### src/rtl/delay_pkg.sv
// delay_pkg: shared state type, tick-counter width helper and default constants for delay_bank.
package delay_pkg;
  typedef enum logic {IDLE, RUN} state_t;
  localparam int TICKS_PER_UNIT_DEFAULT = 2000;
  localparam int CNT_W_DEFAULT = 8;
  function automatic int tick_w(input int ticks);
    return ticks > 1 ? $clog2(ticks) : 1;
  endfunction
endpackage

### src/rtl/delay_channel.sv
// delay_channel: one programmable delay timer; periodic mode built only with DELAY_BANK_PERIODIC_EN.
module delay_channel
  import delay_pkg::*;
#(
  parameter int CNT_W = CNT_W_DEFAULT,
  parameter int TICKS_PER_UNIT = TICKS_PER_UNIT_DEFAULT
) (
  input  logic             clk,
  input  logic             rst,
  input  logic             load,
  input  logic [CNT_W-1:0] value,
  input  logic             periodic,
  input  logic             cancel,
  output logic             busy,
  output logic             expire
);
  localparam int TW = tick_w(TICKS_PER_UNIT);
  localparam logic [TW-1:0] TICK_MAX = TW'(TICKS_PER_UNIT - 1);
  state_t state, state_n;
  logic [CNT_W-1:0] unit_cnt, unit_n;
  logic [TW-1:0] tick_cnt, tick_n;
  logic expire_n;
`ifdef DELAY_BANK_PERIODIC_EN
  logic mode;
  logic [CNT_W-1:0] reload;
  always_ff @(posedge clk) begin
    if (rst) begin
      mode <= 1'b0;
      reload <= '0;
    end else if (load && !cancel) begin
      mode <= periodic;
      reload <= value;
    end
  end
`else
  logic unused_periodic;
  assign unused_periodic = periodic;
`endif
  always_ff @(posedge clk) begin
    if (rst) begin
      state <= IDLE;
      unit_cnt <= '0;
      tick_cnt <= '0;
      expire <= 1'b0;
    end else begin
      state <= state_n;
      unit_cnt <= unit_n;
      tick_cnt <= tick_n;
      expire <= expire_n;
    end
  end
  always_comb begin
    state_n = state;
    unit_n = unit_cnt;
    tick_n = tick_cnt;
    expire_n = 1'b0;
    if (cancel) begin
      state_n = IDLE;
    end else if (load) begin
      state_n = value != '0 ? RUN : IDLE;
      unit_n = value;
      tick_n = TICK_MAX;
    end else if (state == RUN) begin
      if (tick_cnt != '0) begin
        tick_n = tick_cnt - 1'b1;
      end else if (unit_cnt > CNT_W'(1)) begin
        unit_n = unit_cnt - 1'b1;
        tick_n = TICK_MAX;
      end else begin
        expire_n = 1'b1;
        tick_n = TICK_MAX;
`ifdef DELAY_BANK_PERIODIC_EN
        state_n = mode ? RUN : IDLE;
        unit_n = mode ? reload : unit_cnt;
`else
        state_n = IDLE;
`endif
      end
    end
  end
  assign busy = state == RUN;
endmodule

### src/rtl/delay_bank.sv
// delay_bank: CHANNELS independent delay timers addressed by set_ch; periodic mode needs DELAY_BANK_PERIODIC_EN.
module delay_bank
  import delay_pkg::*;
#(
  parameter int CHANNELS = 4,
  parameter int CNT_W = CNT_W_DEFAULT,
  parameter int TICKS_PER_UNIT = TICKS_PER_UNIT_DEFAULT,
  localparam int CH_W = CHANNELS > 1 ? $clog2(CHANNELS) : 1
) (
  input  logic                clk,
  input  logic                rst,
  input  logic                set,
  input  logic [CH_W-1:0]     set_ch,
  input  logic [CNT_W-1:0]    value,
  input  logic                periodic,
  input  logic [CHANNELS-1:0] cancel,
  output logic [CHANNELS-1:0] busy,
  output logic [CHANNELS-1:0] expire
);
  // out-of-range set_ch matches no index, so such a set is dropped
  for (genvar i = 0; i < CHANNELS; i++) begin : g_ch
    delay_channel #(
      .CNT_W(CNT_W),
      .TICKS_PER_UNIT(TICKS_PER_UNIT)
    ) u_ch (
      .clk(clk),
      .rst(rst),
      .load(set && set_ch == CH_W'(i)),
      .value(value),
      .periodic(periodic),
      .cancel(cancel[i]),
      .busy(busy[i]),
      .expire(expire[i])
    );
  end
endmodule

### config.mk
export PLATFORM = sky130hd
export DESIGN_NAME = delay_bank
export DESIGN_NICKNAME = d
export VERILOG_FILES = /design/src/rtl/delay_pkg.sv /design/src/rtl/delay_channel.sv /design/src/rtl/delay_bank.sv
export SDC_FILE = /design/constraint.sdc
export NUM_CORES = 1
export LEC_CHECK = 0
export CAP_MARGIN = 40
export CORE_MARGIN = 5
export CORE_UTILIZATION = 54
export CTS_CLUSTER_DIAMETER = 40
export DETAILED_ROUTE_END_ITERATION = 8
export PLACE_DENSITY = 0.76
export SETUP_SLACK_MARGIN = 0.1
export SYNTH_ARGS = -nofsm -noshare
export SYNTH_HDL_FRONTEND = slang
export SYNTH_SLANG_ARGS = --single-unit
### constraint.sdc
create_clock -name clk -period 2.06 [get_ports clk]
set_clock_uncertainty 0.05 [all_clocks]
set_input_delay 0.412 -clock clk [delete_from_list [all_inputs] [get_ports clk]]
set_output_delay 0.412 -clock clk [all_outputs]
set_load 0.05 [all_outputs]
==> run metrics <==
Max VDD drop 454.4 µV; clk slew on worst S/H paths 90 ps; Worst Setup Start Kind flop; WL per Instance 16.06 µm; input/output buffers 24; kind of end point of the critical path flop; Synth Net Count 628; clk sink count 84; fraction of layout cells with a size suffix above 1 0.2632; sequential area share after synthesis 0.3539; Async SR Flop Fraction 0; TNS Setup -12.00 ps; CP arrival 2290 ps; final setup fails 1; Vias 4734; Seq pwr share 0.452; cell count after synthesis 594; gr ovfl total 0; Setup CP Type flop to flop; H-tree Lvls 3; R2R cell count 4; sw power 1212 µW; Nets 713; r2r setup slk -10 ps; Synth Cell Area 4752 µm²; Bufs on Longest Clock Path 2; # IOs 26; HPWL after detailed placement 8.440 mm; DIE WIDTH 103.8 µm; fill count 642; area delta synth->final 29.86%; Peak Freq 482.6 MHz; initial antenna violation count 0; EDFF count, synth 0; Starting DRT DRC Count 290; fin crit period 2072 ps; Synth cell types 63; Final Cycle Share 1.006; RSZ-0062 raised after global routing true; Pre-antenna DRT Iters 7; CP Max Fanout 3; hold-critical path depth 2; CTS Root Cell clkbuf_8; Comb power frac 0.244; remaining antenna violation count after routing 0; crit-path cells or4_4 -> or4_4 -> or3_4 -> and3_4; Vias/cell 5.977; Int Pwr 2731 µW; CTS Buf Count 9; starting density of the core 0.5503; Avg Cell Area, Syn 8.000 µm²; vias in the first global route 4527; Clock power frac 0.304; gpl congestion 0.8554; DIE HEIGHT 103.8 µm; Hold Buf Count CTS 0; synth top area cells dfxtp_1 (35%), a21oi_1 (6.8%), nor2_1 (4.7%); status complete, but fails checks; most frequent cell after synthesis dfxtp_1; antenna cells 0; Critical R2R Capture g_ch[0].u_ch.busy; GRT Total Usage 0.2256; Hold Path Sink g_ch[2].u_ch.unit_cnt[1]; Syn. warnings 0; Tot Pwr 3943 µW; Post-Place Setup Slack -427.4 ps; worst hold start g_ch[2].u_ch.unit_cnt[1]; global-route wire length before repair 20.89 mm; Leak 0.002460 µW; Crit path largest cell delay 540 ps; relative slew slack 0.5998; Slew Viols, Final 0; Yosys reg bits 84; switch share 0.3073; DRC 0; Slowest-stage cell, CP or4_4; failing checks setup timing; r2r startpoint g_ch[0].u_ch.unit_cnt[6]; Max Cap Violations 0; Hold Fails Final Rpt 0; Worst-Skew Late Latency 360 ps; Yosys top cell area share 0.3539; ys flop type dfxtp_1; final setup margin -12.00 ps; CTS tree built; Hold Crit Class flop to flop; Worst path most repeated cell or4_4; die area 10780 µm²; CORE AREA 8636 µm²; Worst Path Required 2280 ps; WL final 12.72 mm; Slew @ Worst Pin 595.8 ps; pwr dens 638.9 nW/µm²; num rows 34; largest area contributor in the netlist dfxtp_1; synth cell count leaders dfxtp_1 (84), a21oi_1 (65), nor2_1 (59); fin util 0.7146; largest net degree at the start of global routing 102
-- power by group through the flow --
stage / sequential, µW / clock [µW] / combinational [µW]
after floorplan: 1790 / 0 / 541
after global placement: 1800 / 0 / 799
after detailed placement: 1810 / 0 / 826
after CTS: 1770 / 1220 / 886
after global routing: 1790 / 1300 / 1050
final: 1780 / 1200 / 962
-- cells in the final DEF (no fill, tap or decap), types with 8 or more instances in the layout --
cell type,count
a31oi_1,10
nor2_1,57
inv_1,18
xor2_1,19
clkdlybuf4s50_1,11
nor3_1,27
dfxtp_2,12
nor2b_1,9
o21ai_0,18
xnor2_1,8
a21oi_1,64
nand2b_1,15
clkbuf_8,9
nand2_1,27
buf_6,8
ha_1,14
buf_4,80
dfxtp_1,70
nand3_1,12
o31ai_1,11
nand4_1,8
nor4_1,10
-- worst max-delay path: cells and delay by family (launching register included) --
kind | cells | cell delay (ps)
flip-flops | 1 | 330
AND/OR/NAND/NOR | 4 | 1590
-- kinds of logic (layout without fill, tap and decap cells) --
| kind of cell | count (synthesis) | after routing | share of synthesized area |
|---|---|---|---|
| AO/OA/AOI/OAI | 173 | 173 | 0.2309 |
| XOR/XNOR | 27 | 27 | 0.04976 |
| adder cells (fa/ha/maj) | 16 | 16 | 0.04213 |
| buffers and inverters | 60 | 150 | 0.05450 |
| flip-flops | 84 | 84 | 0.3539 |
| AND/OR/NAND/NOR | 234 | 234 | 0.2688 |
-- layer usage --
| metal | global-route usage | routed length [µm] | vias up |
|---|---|---|---|
| li1 | - | - | 2345 |
| met1 | 0.2829 | 5549 | 2253 |
| met2 | 0.3871 | 6326 | 112 |
| met3 | 0.03980 | 564 | 24 |
| met4 | 0.08048 | 276 | 0 |
| met5 | 0 | 0 | - |
-- state kept, by name, summed over array words and instances (netlist names) --
name,cells
g_ch.u_ch.tick_cnt,44
g_ch.u_ch.busy,4
g_ch.u_ch.unit_cnt,32
g_ch.u_ch.expire,4
-- what timing repair did --
action	in CTS	in global routing
endpoints found under the setup margin	38	48
pin swaps	20	22
setup buffers	7	7
gates resized for setup	43	56
-- worst max-delay path by stage --
stage | from | to | slack, ps | cells past startpoint
CTS | g_ch[0].u_ch.unit_cnt[6] | g_ch[0].u_ch.busy | 10 | 4
detailed placement | set | g_ch[0].u_ch.unit_cnt[0] | -430 | 7
floorplan | g_ch[0].u_ch.unit_cnt[4] | g_ch[0].u_ch.busy | -20 | 5
finish | g_ch[0].u_ch.unit_cnt[6] | g_ch[0].u_ch.busy | -10 | 4
global placement | set | g_ch[3].u_ch.tick_cnt[9] | -390 | 7
global route | g_ch[0].u_ch.tick_cnt[8] | g_ch[0].u_ch.unit_cnt[0] | -40 | 6
-- per-stage QoR --
step | hold WS, ps | std cells | instance area, µm²
6_report | 423.2 | 792 | 6171
3_3_place_gp | 405.9 | 762 | 5575
3_5_place_dp | 413.0 | 762 | 5575
5_1_grt | 460.2 | 792 | 6171
2_1_floorplan | 395.0 | 594 | 4803
4_1_cts | 415.8 | 785 | 5943
-- cell type report --
class	count	area, µm²	share of cell area
clock inverter	6	63.81	0.01034
sequential	84	1704	0.2762
multi-input combinational	450	3102	0.5026
timing repair buffer	113	957.2	0.1551
tap	108	135.1	0.02190
inverter	21	81.33	0.01318
clock buffer	10	127.6	0.02068
Note: power is estimated with default switching activity, not from simulation.
